[src/rtl/mac_sequencer_pkg.sv]
// Shared definitions for the MAC sequencer: FSM encoding, default widths and
// the MAC pipeline depth that sets forget/oe timing.
package mac_sequencer_pkg;

    localparam int unsigned DATA_W_DEF = 8;
    localparam int unsigned ADDR_W_DEF = 4;

    // MAC core latency: one input-register stage plus the accumulator.
    localparam int unsigned MAC_LAT = 2;

    typedef enum logic [1:0] {
        StIdle,
        StFetch,
        StDrain,
        StCapture
    } state_e;

endpackage

[src/rtl/mac_seq_valid_pipe.sv]
// Delays the fetch strobe to gate memory read data onto the MAC ports, and
// delays the first-index flag so forget lands on the first product.
module mac_seq_valid_pipe
    import mac_sequencer_pkg::*;
(
    input  logic clk,
    input  logic reset,
    input  logic fetch_i,
    input  logic first_i,
    output logic data_en_o,
    output logic forget_o
);

    logic               valid_q, valid_d;
    logic [MAC_LAT-1:0] first_q, first_d;

    always_comb begin
        valid_d = fetch_i;
        first_d = {first_q[MAC_LAT-2:0], first_i};
    end

    always_ff @(posedge clk) begin
        if (reset) begin
            valid_q <= 1'b0;
            first_q <= '0;
        end else begin
            valid_q <= valid_d;
            first_q <= first_d;
        end
    end

    assign data_en_o = valid_q;
    assign forget_o  = first_q[MAC_LAT-1];

endmodule

[src/rtl/mac_sequencer.sv]
// Streams weight/input vectors from two sync-read memories into a MAC core and
// captures the dot product. Define MAC_SEQ_RELU_EN to apply ReLU at capture.
module mac_sequencer
    import mac_sequencer_pkg::*;
#(
    parameter int unsigned DATA_W = DATA_W_DEF,
    parameter int unsigned ADDR_W = ADDR_W_DEF,
    parameter int unsigned LEN_W  = ADDR_W + 1
) (
    input  logic              clk,
    input  logic              reset,
    input  logic              start,
    input  logic [LEN_W-1:0]  len,
    input  logic [ADDR_W-1:0] w_base,
    output logic              busy,
    output logic [ADDR_W-1:0] w_addr,
    output logic [ADDR_W-1:0] x_addr,
    input  logic [DATA_W-1:0] w_rd_data,
    input  logic [DATA_W-1:0] x_rd_data,
    output logic [DATA_W-1:0] mac_weight,
    output logic [DATA_W-1:0] mac_in,
    output logic              mac_forget,
    output logic              mac_oe,
    input  logic [DATA_W-1:0] mac_out,
    output logic [DATA_W-1:0] result,
    output logic              result_valid
);

    localparam logic [LEN_W-1:0] MaxLen   = LEN_W'(1 << ADDR_W);
    localparam logic [1:0]       DrainEnd = 2'(MAC_LAT - 1);

    state_e              state_q, state_d;
    logic [LEN_W-1:0]    len_q, len_d;
    logic [ADDR_W-1:0]   base_q, base_d;
    logic [LEN_W-1:0]    idx_q, idx_d;
    logic [1:0]          drain_q, drain_d;
    logic [DATA_W-1:0]   result_q, result_d;
    logic                result_valid_q, result_valid_d;

    logic                fetch, first, data_en;
    logic [LEN_W-1:0]    len_clamped;

    assign len_clamped = (len > MaxLen) ? MaxLen : len;

    always_comb begin
        state_d        = state_q;
        len_d          = len_q;
        base_d         = base_q;
        idx_d          = idx_q;
        drain_d        = drain_q;
        result_d       = result_q;
        result_valid_d = 1'b0;
        fetch          = 1'b0;
        first          = 1'b0;
        mac_oe         = 1'b0;
        w_addr         = '0;
        x_addr         = '0;

        case (state_q)
            StIdle: begin
                if (start) begin
                    if (len == '0) begin
                        // Empty vector: report a zero result without touching the MAC.
                        result_d       = '0;
                        result_valid_d = 1'b1;
                    end else begin
                        len_d   = len_clamped;
                        base_d  = w_base;
                        idx_d   = '0;
                        state_d = StFetch;
                    end
                end
            end
            StFetch: begin
                fetch  = 1'b1;
                first  = (idx_q == '0);
                w_addr = base_q + idx_q[ADDR_W-1:0];
                x_addr = idx_q[ADDR_W-1:0];
                if (idx_q == len_q - LEN_W'(1)) begin
                    drain_d = '0;
                    state_d = StDrain;
                end else begin
                    idx_d = idx_q + LEN_W'(1);
                end
            end
            StDrain: begin
                // Let the last product pass the MAC input regs and accumulator.
                if (drain_q == DrainEnd) begin
                    state_d = StCapture;
                end else begin
                    drain_d = drain_q + 2'd1;
                end
            end
            StCapture: begin
                mac_oe = 1'b1;
`ifdef MAC_SEQ_RELU_EN
                result_d = mac_out[DATA_W-1] ? '0 : mac_out;
`else
                result_d = mac_out;
`endif
                result_valid_d = 1'b1;
                state_d        = StIdle;
            end
            default: state_d = StIdle;
        endcase
    end

    always_ff @(posedge clk) begin
        if (reset) begin
            state_q        <= StIdle;
            len_q          <= '0;
            base_q         <= '0;
            idx_q          <= '0;
            drain_q        <= '0;
            result_q       <= '0;
            result_valid_q <= 1'b0;
        end else begin
            state_q        <= state_d;
            len_q          <= len_d;
            base_q         <= base_d;
            idx_q          <= idx_d;
            drain_q        <= drain_d;
            result_q       <= result_d;
            result_valid_q <= result_valid_d;
        end
    end

    mac_seq_valid_pipe u_valid_pipe (
        .clk       (clk),
        .reset     (reset),
        .fetch_i   (fetch),
        .first_i   (first),
        .data_en_o (data_en),
        .forget_o  (mac_forget)
    );

    // Zero outside valid slots so stray MAC products contribute nothing.
    assign mac_weight   = data_en ? w_rd_data : '0;
    assign mac_in       = data_en ? x_rd_data : '0;
    assign busy         = (state_q != StIdle);
    assign result       = result_q;
    assign result_valid = result_valid_q;

endmodule

[config.mk]
export PLATFORM = sky130hd
export DESIGN_NAME = mac_sequencer
export DESIGN_NICKNAME = d
export VERILOG_FILES = /design/src/rtl/mac_sequencer_pkg.sv /design/src/rtl/mac_seq_valid_pipe.sv /design/src/rtl/mac_sequencer.sv
export SDC_FILE = /design/constraint.sdc
export NUM_CORES = 1
export LEC_CHECK = 0
export CORE_MARGIN = 4
export CORE_UTILIZATION = 35
export CTS_CLUSTER_DIAMETER = 30
export DETAILED_ROUTE_END_ITERATION = 10
export GPL_TIMING_DRIVEN = 0
export PLACE_DENSITY = 0.65
export SYNTH_ARGS = -nofsm -noshare
export SYNTH_HDL_FRONTEND = slang
export SYNTH_SLANG_ARGS = --single-unit
[constraint.sdc]
create_clock -name clk -period 2.75 [get_ports clk]
set_clock_uncertainty 0.05 [all_clocks]
set_input_delay 0.4125 -clock clk [delete_from_list [all_inputs] [get_ports clk]]
set_output_delay 0.4125 -clock clk [all_outputs]
set_load 0.01 [all_outputs]
==> flow_summary.json <==
{
  "rows": 25,
  "yosys_warnings": 0,
  "area_growth_pct": 48.7,
  "fin_nets": 336,
  "worst_pin_slew_ns": 0.630,
  "crit_path_max_incr_delay_ns": 0.55,
  "die_width_um": 79.7,
  "drv_cap": 0,
  "cts_sinks": 30,
  "slew_viol_final": 0,
  "fp.dieArea_mm2": 0.00635,
  "rsz0062_at_grt": "no",
  "yosys.area.top_type": "dfxtp_1",
  "port_buffers": 70,
  "cellPowerDensity_mw_per_mm2": 627,
  "vias": 1781,
  "diodes": 0,
  "synthCells": 211,
  "dp_hpwl_um": 3670,
  "finalWirelength_um": 4670,
  "synth_area_leaders": "dfxtp_1, ha_1, and2_1",
  "gp_congestion": 0.768,
  "crit_family": "buffers and inverters",
  "wl_per_cell_um": 13.2,
  "dp.cells": 348,
  "cp_slowest_cell": "clkdlybuf4s50_1",
  "grt_pass1_vias": 1692,
  "syn_avg_cell_area_um2": 8.53,
  "synth_edf_count": 0,
  "path_cells": "inv_1, fa_1, xor2_1, nor2_1, clkdlybuf4s50_1",
  "cts_buffer_depth": 2,
  "ant_nets": 0,
  "setup_viol": 0,
  "ioPinCount": 72,
  "final.fill_count": 483,
  "p_int_mw": 1.05,
  "initial_core_util_pct": 37.1,
  "worst_ir_drop_vdd_uv": 322,
  "first_pass_iters": 6,
  "power_leakage_nw": 1.03,
  "clockPowerShare_pct": 22.1,
  "routed_via_density": 5.02,
  "synth_top_area_share_pct": 33.4,
  "syn_area_mm2": 0.00180,
  "critPathArrivalTime_ns": 2.08,
  "max_freq_mhz": 393,
  "clk_root_buffer_cell": "clkbuf_8",
  "fin_cells": 355,
  "power_frac_seq_pct": 33.2,
  "antenna_found_initial": 0,
  "synth_ff_type": "dfxtp_1",
  "synth-async-reset-ratio_pct": 0,
  "comb_power_share_pct": 44.8,
  "tns_ns": 0,
  "cts.clk_slew.worst_paths_ns": 0.06,
  "cts_tree": "done",
  "core_mm2": 0.00485,
  "crit_fanout": 5,
  "power.switching_uw": 627,
  "ys_ff_latch": 30,
  "syn_nets": 260,
  "numCtsBuffers": 5,
  "grt_pass1_wl_um": 7570,
  "grt-ovfl-total": 0,
  "die_y_um": 79.7,
  "clk_latency_ns": 0.28,
  "final.min_clock_period_ns": 2.55,
  "ys_types": 48,
  "cp_data_required_time_ns": 2.29,
  "sw_frac_of_total_pct": 37.3,
  "min_path_type": "flip-flop to flip-flop",
  "drc": 0,
  "slew_headroom_pct": 58.0,
  "status": "finished clean",
  "crit_buf_inv": 2,
  "end_kind": "primary output",
  "grt_max_degree": 11,
  "drt_iter0_drc": 35,
  "drive_above_1_share_pct": 4.86,
  "hold_viol": 0,
  "period_share_pct": 92.6,
  "ys_seq_area_share_pct": 33.4,
  "cts_htree_levels": 2,
  "start_kind": "flip-flop",
  "crit_type": "flip-flop to primary output",
  "track_usage_pct": 14.9
}
==> logic make-up (layout without fill, tap and decap cells) <==
kind of cell    after synthesis  count (layout)  share of synthesized area (%)
flops                        30              30                           33.4
xor+xnor                      9               9                           4.80
compound gates               46              46                           19.4
mux                           6               6                           3.34
buf+inv                      23             100                           5.29
simple gates                 84              84                           24.3
fa+ha+maj                    13              13                           9.46
==> Yosys cell counts, types with 3 or more instances <==
library cell / n
mux2i_1: 6
nor2_1: 26
nand3_1: 6
a21oi_1: 9
xor2_1: 3
a31oi_1: 3
a22oi_1: 8
nor3_1: 3
clkbuf_1: 8
a21o_1: 3
inv_1: 13
o211ai_1: 3
dfxtp_1: 30
ha_1: 12
xnor2_1: 5
nand2_1: 12
and2_1: 19
nand4_1: 3
nor3b_1: 3
==> area by class of cell <==
cell class | instances | area (µm²) | share of cell area [%]
multi-input cells | 158 | 1100 | 41.2
repair buffers | 70 | 701 | 26.2
flip-flops and latches | 30 | 602 | 22.5
well taps | 67 | 83.8 | 3.13
clock buffers | 6 | 82.6 | 3.09
inverters | 13 | 48.8 | 1.82
plain buffers | 9 | 42.5 | 1.59
clock inverters | 2 | 12.5 | 0.468
==> what timing repair did <==
action | 4_1_cts | 5_1_grt
hold buffers | 0 | 0
endpoints found under the setup margin | 0 | 3
resized for setup | 0 | 1
setup buffers | 0 | 0
==> placed cells by master (no fill, tap or decap), types with 2 or more instances in the layout <==
master,n
a21oi_1,9
nand2_1,12
and3b_1,2
clkbuf_8,6
o21ai_0,2
clkbuf_1,7
o211ai_1,3
o21a_1,2
a211oi_1,2
a31oi_1,3
xnor2_1,5
xor2_1,3
a22oi_1,8
o211a_1,2
nor3_1,3
o21ai_1,2
or3_1,2
ha_1,12
nand4_1,3
and2_1,19
clkdlybuf4s50_1,70
dfxtp_1,29
nor2_1,26
nand3_1,6
mux2i_1,6
a21o_1,3
inv_1,13
nor3b_1,3
==> power groups by stage <==
| stage | logic [mW] | registers (mW) | clock network [mW] |
|---|---|---|---|
| after floorplan | 0.478 | 0.555 | 0 |
| after global placement | 0.755 | 0.564 | 0 |
| after detailed placement | 0.763 | 0.566 | 0 |
| after CTS | 0.765 | 0.556 | 0.383 |
| after global routing | 0.840 | 0.565 | 0.402 |
| final | 0.752 | 0.556 | 0.370 |
==> per-stage QoR <==
step,instance area [µm²],util (%),setup WS [ns],power [mW],hold WS [ns]
4_1_cts,2680,55.3,0.103,1.70,0.406
6_report,2680,55.2,0.203,1.68,0.399
3_5_place_dp,2580,53.3,0.209,1.33,0.395
5_1_grt,2680,55.2,0.0596,1.81,0.419
2_1_floorplan,1800,-,0.726,1.03,0.364
3_3_place_gp,2580,53.3,0.210,1.32,0.402
==> metal layers <==
| metal | up-vias | global-route usage, % | routed length (µm) |
|---|---|---|---|
| met5 | - | 0 | 0 |
| met4 | 0 | 4.47 | 59 |
| met3 | 5 | 6.77 | 577 |
| met2 | 83 | 24.3 | 1960 |
| met1 | 795 | 17.3 | 2080 |
| li1 | 898 | - | - |
==> worst register-to-register path, stage by stage (launching register included) <==
cell	delay [ns]
dfxtp_1	0.38
inv_1	0.10
ha_1	0.20
clkbuf_1	0.20
nand2_1	0.19
a21o_1	0.18
clkbuf_1	0.50
o21a_1	0.20
o311ai_1	0.09
o41ai_1	0.08
==> path summary, 6_finish.rpt <==
| kind | startpoint | slack, ns | end | depth (start not counted) |
|---|---|---|---|---|
| max reg2reg | state_q[0]$_SDFFE_PP0P_ | 0.48 | idx_q[3]$_SDFFE_PP0P_ | 9 |
| max | idx_q[1]$_SDFFE_PP0P_ | 0.20 | w_addr[2] | 5 |
| min reg2reg | u_valid_pipe.first_q[0]$_SDFF_PP0_ | 0.40 | u_valid_pipe.first_q[1]$_SDFF_PP0_ | 1 |
| min | u_valid_pipe.first_q[0]$_SDFF_PP0_ | 0.40 | u_valid_pipe.first_q[1]$_SDFF_PP0_ | 1 |
==> sequential cells by signal, indices dropped and copies added (netlist names) <==
name / cells
state_q: 2
result: 8
len_q: 5
base_q: 4
u_valid_pipe.first_q: 2
u_valid_pipe.data_en_o: 1
idx_q: 5
drain_q: 2
result_valid: 1
Power figures use the tool's default switching activity.
